===== config.mk =====
export PLATFORM = sky130hd
export DESIGN_NAME = nr4sdm_recoder_seq
export DESIGN_NICKNAME = d
export VERILOG_FILES = /design/src/rtl/nr4sdm_recoder_seq.sv
export SDC_FILE = /design/constraint.sdc
export NUM_CORES = 1
export LEC_CHECK = 0
export CAP_MARGIN = 20
export CORE_ASPECT_RATIO = 1.2
export CORE_MARGIN = 1
export CORE_UTILIZATION = 46
export DETAILED_ROUTE_END_ITERATION = 16
export GPL_TIMING_DRIVEN = 0
export PLACE_DENSITY = 0.75
export SLEW_MARGIN = 20
export SYNTH_ARGS = -nofsm -noshare
export SYNTH_HDL_FRONTEND = slang
export SYNTH_SLANG_ARGS = --single-unit

===== constraint.sdc =====
create_clock -name clk -period 1.52 [get_ports clk]
set_input_delay 0.304 -clock clk [delete_from_list [all_inputs] [get_ports clk]]
set_output_delay 0.304 -clock clk [all_outputs]
set_load 0.02 [all_outputs]

===== src/rtl/nr4sdm_recoder_seq.sv =====
// nr4sdm_recoder_seq
//   Sequential NR4SD- recoder for a WIDTH-bit two's-complement operand.
//   Produces one radix-4 digit per RUN cycle: K-1 NR4SD- digits (values
//   -2..1) for the lower pairs, plus a Modified Booth digit for the top pair.
//   The digit sum over j of digit_j * 4^j equals the signed operand.
//
//   Build option: define NR4SDM_TWO_DIGIT_EN to recode two digits per RUN
//   cycle. Carry is chained combinationally between the two digits.
//   Outputs and handshake are the same in both builds; only latency changes.
//
// Ports
//   clk, rst_n            clock (rising edge), async active-low reset
//   in_valid, in_ready    operand handshake (accepted in IDLE only)
//   in_a [WIDTH-1:0]      operand, two's complement
//   out_valid, out_ready  result handshake (held in DONE until out_ready)
//   out_nm, out_np [K-2:0] NR4SD- digit bits, bit j = digit j
//   out_sign/one/two      MB encoding of the top digit K-1
//   busy                  high while recoding (RUN)
//
// States
//   IDLE | waiting for an operand, in_ready = 1
//   RUN  | recoding digits at the current index
//   DONE | result valid and held until out_ready
module nr4sdm_recoder_seq #(
  parameter int WIDTH = 16
) (
  input  logic               clk,
  input  logic               rst_n,
  input  logic               in_valid,
  output logic               in_ready,
  input  logic [WIDTH-1:0]   in_a,
  output logic               out_valid,
  input  logic               out_ready,
  output logic [WIDTH/2-2:0] out_nm,
  output logic [WIDTH/2-2:0] out_np,
  output logic               out_sign,
  output logic               out_one,
  output logic               out_two,
  output logic               busy
);

  localparam int K  = WIDTH / 2;
  localparam int IW = $clog2(K + 1);
`ifdef NR4SDM_TWO_DIGIT_EN
  localparam int DPC = 2;
`else
  localparam int DPC = 1;
`endif

  typedef enum logic [1:0] {IDLE, RUN, DONE} state_t;

  state_t state, state_nxt;

  // Operand is shifted right two bits per digit, so bits [1:0] always hold
  // the pair for the digit at idx.
  logic [WIDTH-1:0] a_reg, a_nxt;
  logic             carry, carry_nxt;
  logic [IW-1:0]    idx, idx_nxt;
  logic [K-2:0]     nm_reg, nm_nxt, np_reg, np_nxt;
  logic             sign_reg, sign_nxt, one_reg, one_nxt, two_reg, two_nxt;

  logic [WIDTH-1:0] a_t;
  logic             c_t, c1, fin;
  logic [IW-1:0]    i_t;

  always_ff @(posedge clk or negedge rst_n) begin
    if (!rst_n) begin
      state    <= IDLE;
      a_reg    <= '0;
      carry    <= 1'b0;
      idx      <= '0;
      nm_reg   <= '0;
      np_reg   <= '0;
      sign_reg <= 1'b0;
      one_reg  <= 1'b0;
      two_reg  <= 1'b0;
    end else begin
      state    <= state_nxt;
      a_reg    <= a_nxt;
      carry    <= carry_nxt;
      idx      <= idx_nxt;
      nm_reg   <= nm_nxt;
      np_reg   <= np_nxt;
      sign_reg <= sign_nxt;
      one_reg  <= one_nxt;
      two_reg  <= two_nxt;
    end
  end

  always_comb begin
    state_nxt = state;
    a_nxt     = a_reg;
    carry_nxt = carry;
    idx_nxt   = idx;
    nm_nxt    = nm_reg;
    np_nxt    = np_reg;
    sign_nxt  = sign_reg;
    one_nxt   = one_reg;
    two_nxt   = two_reg;
    a_t       = a_reg;
    c_t       = carry;
    i_t       = idx;
    c1        = 1'b0;
    fin       = 1'b0;

    case (state)
      IDLE: begin
        if (in_valid) begin
          a_nxt     = in_a;
          carry_nxt = 1'b0;
          idx_nxt   = '0;
          nm_nxt    = '0;
          np_nxt    = '0;
          sign_nxt  = 1'b0;
          one_nxt   = 1'b0;
          two_nxt   = 1'b0;
          state_nxt = RUN;
        end
      end
      RUN: begin
        // Up to DPC digits per cycle; once the MB digit is encoded the
        // remaining slot (odd K in the two-digit build) does nothing.
        for (int s = 0; s < DPC; s++) begin
          if (!fin) begin
            if (i_t == IW'(K - 1)) begin
              sign_nxt = a_t[1];
              one_nxt  = a_t[0] ^ c_t;
              two_nxt  = (a_t[1] & ~a_t[0] & ~c_t) | (~a_t[1] & a_t[0] & c_t);
              fin      = 1'b1;
            end else begin
              c1 = a_t[0] & c_t;
              for (int i = 0; i < K - 1; i++) begin
                if (i_t == IW'(i)) begin
                  np_nxt[i] = a_t[0] ^ c_t;
                  nm_nxt[i] = a_t[1] ^ c1;
                end
              end
              c_t = a_t[1] | c1;
              a_t = a_t >> 2;
              i_t = i_t + IW'(1);
            end
          end
        end
        a_nxt     = a_t;
        carry_nxt = c_t;
        idx_nxt   = i_t;
        if (fin) state_nxt = DONE;
      end
      DONE: begin
        if (out_ready) state_nxt = IDLE;
      end
      default: state_nxt = IDLE;
    endcase
  end

  assign in_ready  = (state == IDLE);
  assign busy      = (state == RUN);
  assign out_valid = (state == DONE);
  assign out_nm    = nm_reg;
  assign out_np    = np_reg;
  assign out_sign  = sign_reg;
  assign out_one   = one_reg;
  assign out_two   = two_reg;

endmodule


==> results of run 1 <==
==> worst min path at each step <==
| stage | from | end | slack, ps | cells after the start |
|---|---|---|---|---|
| floorplan | rst_n | a_reg[0] | 8 | 0 |
| CTS | rst_n | out_nm[3] | 460 | 2 |
| global placement | out_np[0] | out_np[0] | 480 | 1 |
| global route | rst_n | out_nm[3] | 500 | 2 |
| detailed placement | rst_n | out_nm[3] | 250 | 1 |
| finish | rst_n | out_nm[3] | 460 | 2 |
==> cell families (layout without fill, tap and decap cells) <==
| logic type | after synthesis | after routing |
|---|---|---|
| compound gates | 58 | 58 |
| simple gates | 53 | 53 |
| flops | 40 | 40 |
| buf+inv | 24 | 81 |
| mux | 7 | 7 |
| fa+ha+maj | 6 | 6 |
==> where the power goes <==
part / total [mW] / switching, mW / internal, mW
Sequential: 1.83 / 0.285 / 1.54
Combinational: 3.45 / 1.82 / 1.63
Clock: 0.736 / 0.365 / 0.370
Total: 6.01 / 2.47 / 3.54
==> metal layers <==
layer  global-route usage, %  wire, um  vias up
met5                       0         0        -
met4                    8.15        55        0
met3                    5.28       173        5
met2                    36.7      2280       45
met1                    28.9      2050      822
li1                        -         -      792
==> Yosys cell counts, types with 2 or more instances <==
master	count	share of area, %
ha_1	6	3.8
a32o_1	9	4.6
a21oi_1	17	4.3
nor2_1	3	0.57
nand2b_1	2	0.64
inv_2	2	0.38
nor3b_1	3	1.1
and3b_1	3	1.3
nand2_1	31	5.9
o211ai_1	7	2.7
dfrtp_1	40	51
a22o_1	6	2.7
a31oi_1	14	4.5
buf_6	3	1.7
mux2_2	6	3.4
buf_2	8	2.0
nor2b_1	2	0.64
clkbuf_1	4	0.77
inv_1	6	1.1
==> repair_timing <==
action                     in CTS  in global routing
resized for setup              57                 15
setup endpoints to repair      55                 39
cloned                          0                  1
hold endpoints to repair       16                  0
hold buffers                    1                  0
buffers inserted                8                  4
pin swaps                       1                  2
==> final cells by class <==
type	instances	area share [%]
tap	54	2.49
clock buffer	8	3.32
sequential	40	37.0
inverter	8	1.20
buffer	11	3.00
timing repair buffer	54	18.8
multi-input combinational	124	34.2
==> through the flow <==
stage,cell area [um2],hold slack (ps),instances
2_1_floorplan,1960,8.41,188
3_3_place_gp,2420,483,281
3_5_place_dp,2430,248,282
4_1_cts,2670,460,298
5_1_grt,2710,499,299
6_report,2710,461,299
==> impl_metrics.csv, run 1 <==
group,metric,value,unit
critical_path,r2r_start,"state[1]",
detailed_routing,drt_iter0_drc,49,
timing,tns,-4.14,ps
critical_path,crit_type,"in2reg",
pwr,cellPowerDensity,2220,mW/mm2
detailed_routing,antenna_left,0,
timing,final.min_clock_period,1520,ps
critical_path,critPathLaunch,"in_valid",
synthesis,synth_nets,214,
min_path,hold_class,"in2async",
synthesis,synth_edf_count,0,
place,pre_cts_ws,-538,ps
global_route,grt.overflow.total,0,
timing,drv_slew,0,
clocking,cts-root-buf,"clkbuf_8",
global_route,grt_pass1_vias,1605,
finish,regArea,0.00100,mm2
finish,multi_input_area,927,um2
timing,setup_viol,1,
timing,relSlewSlack,72.7,%
global_route,grt_pass1_wl,7.47,mm
synthesis,synth_compound_area_share,20.8,%
critical_path,r2r-end,"carry",
status,outcome,"complete, but fails checks",
clocking,cts.clk_slew.worst_paths,80,ps
critical_path,path_depth,5,
die,fp.dieH,73.5,um
clocking,clock-sinks,40,
critical_path,critPathTopFamily,"buffers and inverters",
detailed_routing,wirelength,4.57,mm
finish,mostFrequentLayoutCell,"dfrtp_1",
timing,fin_skew,8.71,ps
critical_path,slowest_delay,610,ps
place,place.gp.congestion,0.821,
synthesis,synth_top_family_by_area,"compound AO/OA/AOI/OAI gates",
pwr,power,6.01,mW
finish,final_util,67.7,%
detailed_routing,vias_per_cell,5.57,
synthesis,synth.avg_cell_area,10.4,um2
synthesis,syn_inst,188,
run,maxCapViolCount,0,
die,initial_core_util,49.0,%
critical_path,worst-path-buf-inv,2,
synthesis,ys_ff_latch,40,
synthesis,yosys_warnings,0,
global_route,grt_start_max_net_pins,25,
finish,n_antenna_cell,0,
place,hpwlAfterDp,2.97,mm
clocking,clk_latency,300,ps
timing,rsz0062_at_grt,"yes",
synthesis,synthArstFlopShare,100,%
synthesis,synthDistinctLibCells,35,
pwr,ir_drop,1.15,mV
critical_path,cp.required,1700,ps
timing,timing.final.ws_setup,-4.14,ps
detailed_routing,dr.pass1.iters,4,
critical_path,rrSetupSlack,20,ps
timing,fin_crit_sh,100,%
finish,fillers,357,
synthesis,synth_xor_xnor_area_share,0,%
synthesis,synthAdderAreaFrac,3.83,%
critical_path,rr_worst_depth,5,
clocking,cts_tree,"built",
detailed_routing,vias,1664,
clocking,htreeDepth,2,
timing,final_hold_viol_count,0,
timing,tightest_slew,410,ps
die,core,0.00400,mm2
synthesis,synthMuxAreaShare,3.96,%
die,dieArea,0.00453,mm2
pwr,leakage,1.28,nW
detailed_routing,wire_per_inst,15.3,um
finish,area_growth,38.3,%
synthesis,synthFlopType,"dfrtp_1",
critical_path,crit_chain,"clkdlybuf4s50_1 > o21ba_4 > nand2_4 > inv_4 > mux2_2",
synthesis,synth_area,0.00196,mm2
synthesis,synthSimpleGateAreaFrac,14.1,%
die,ioPinCount,40,
critical_path,crit_end,"carry",
critical_path,arrival,1710,ps
critical_path,cp-end-kind,"flop",
global_route,grt_use_total,22.5,%
detailed_routing,drc_errors,0,
critical_path,path_max_fanout,9,
timing,max_freq,0.656,GHz
critical_path,slowest_stage,"clkdlybuf4s50_1",
finish,num-nets-final,270,
finish,post_route_cells_drive_above_1_share,24.5,%
critical_path,cp-start-kind,"primary input",
clocking,clk_path_buf_depth,2,
place,io_buffers,39,
die,die_w,61.6,um
synthesis,synth_seq_area_share,51.1,%
finish,final_cell_mix,"dfrtp_1 (38), nand2_1 (30), clkdlybuf4s50_1 (18)",
status,failed_checks,"setup timing",
global_route,antenna_found_initial,0,
clocking,cts_buffers,5,
finish,largest_reg_flops,16,
die,rows,25,
(Power assumes the default switching activity.)
==> run 2, diff against run 1 <==
--- a/config.mk
+++ b/config.mk
@@ -9,6 +9,7 @@
 export CORE_ASPECT_RATIO = 1.2
 export CORE_MARGIN = 1
 export CORE_UTILIZATION = 46
+export CTS_CLUSTER_SIZE = 12
 export DETAILED_ROUTE_END_ITERATION = 16
 export GPL_TIMING_DRIVEN = 0
 export PLACE_DENSITY = 0.75
==> results of run 2 <==
Final layout, timing and power as in run 1 (identical DEF).
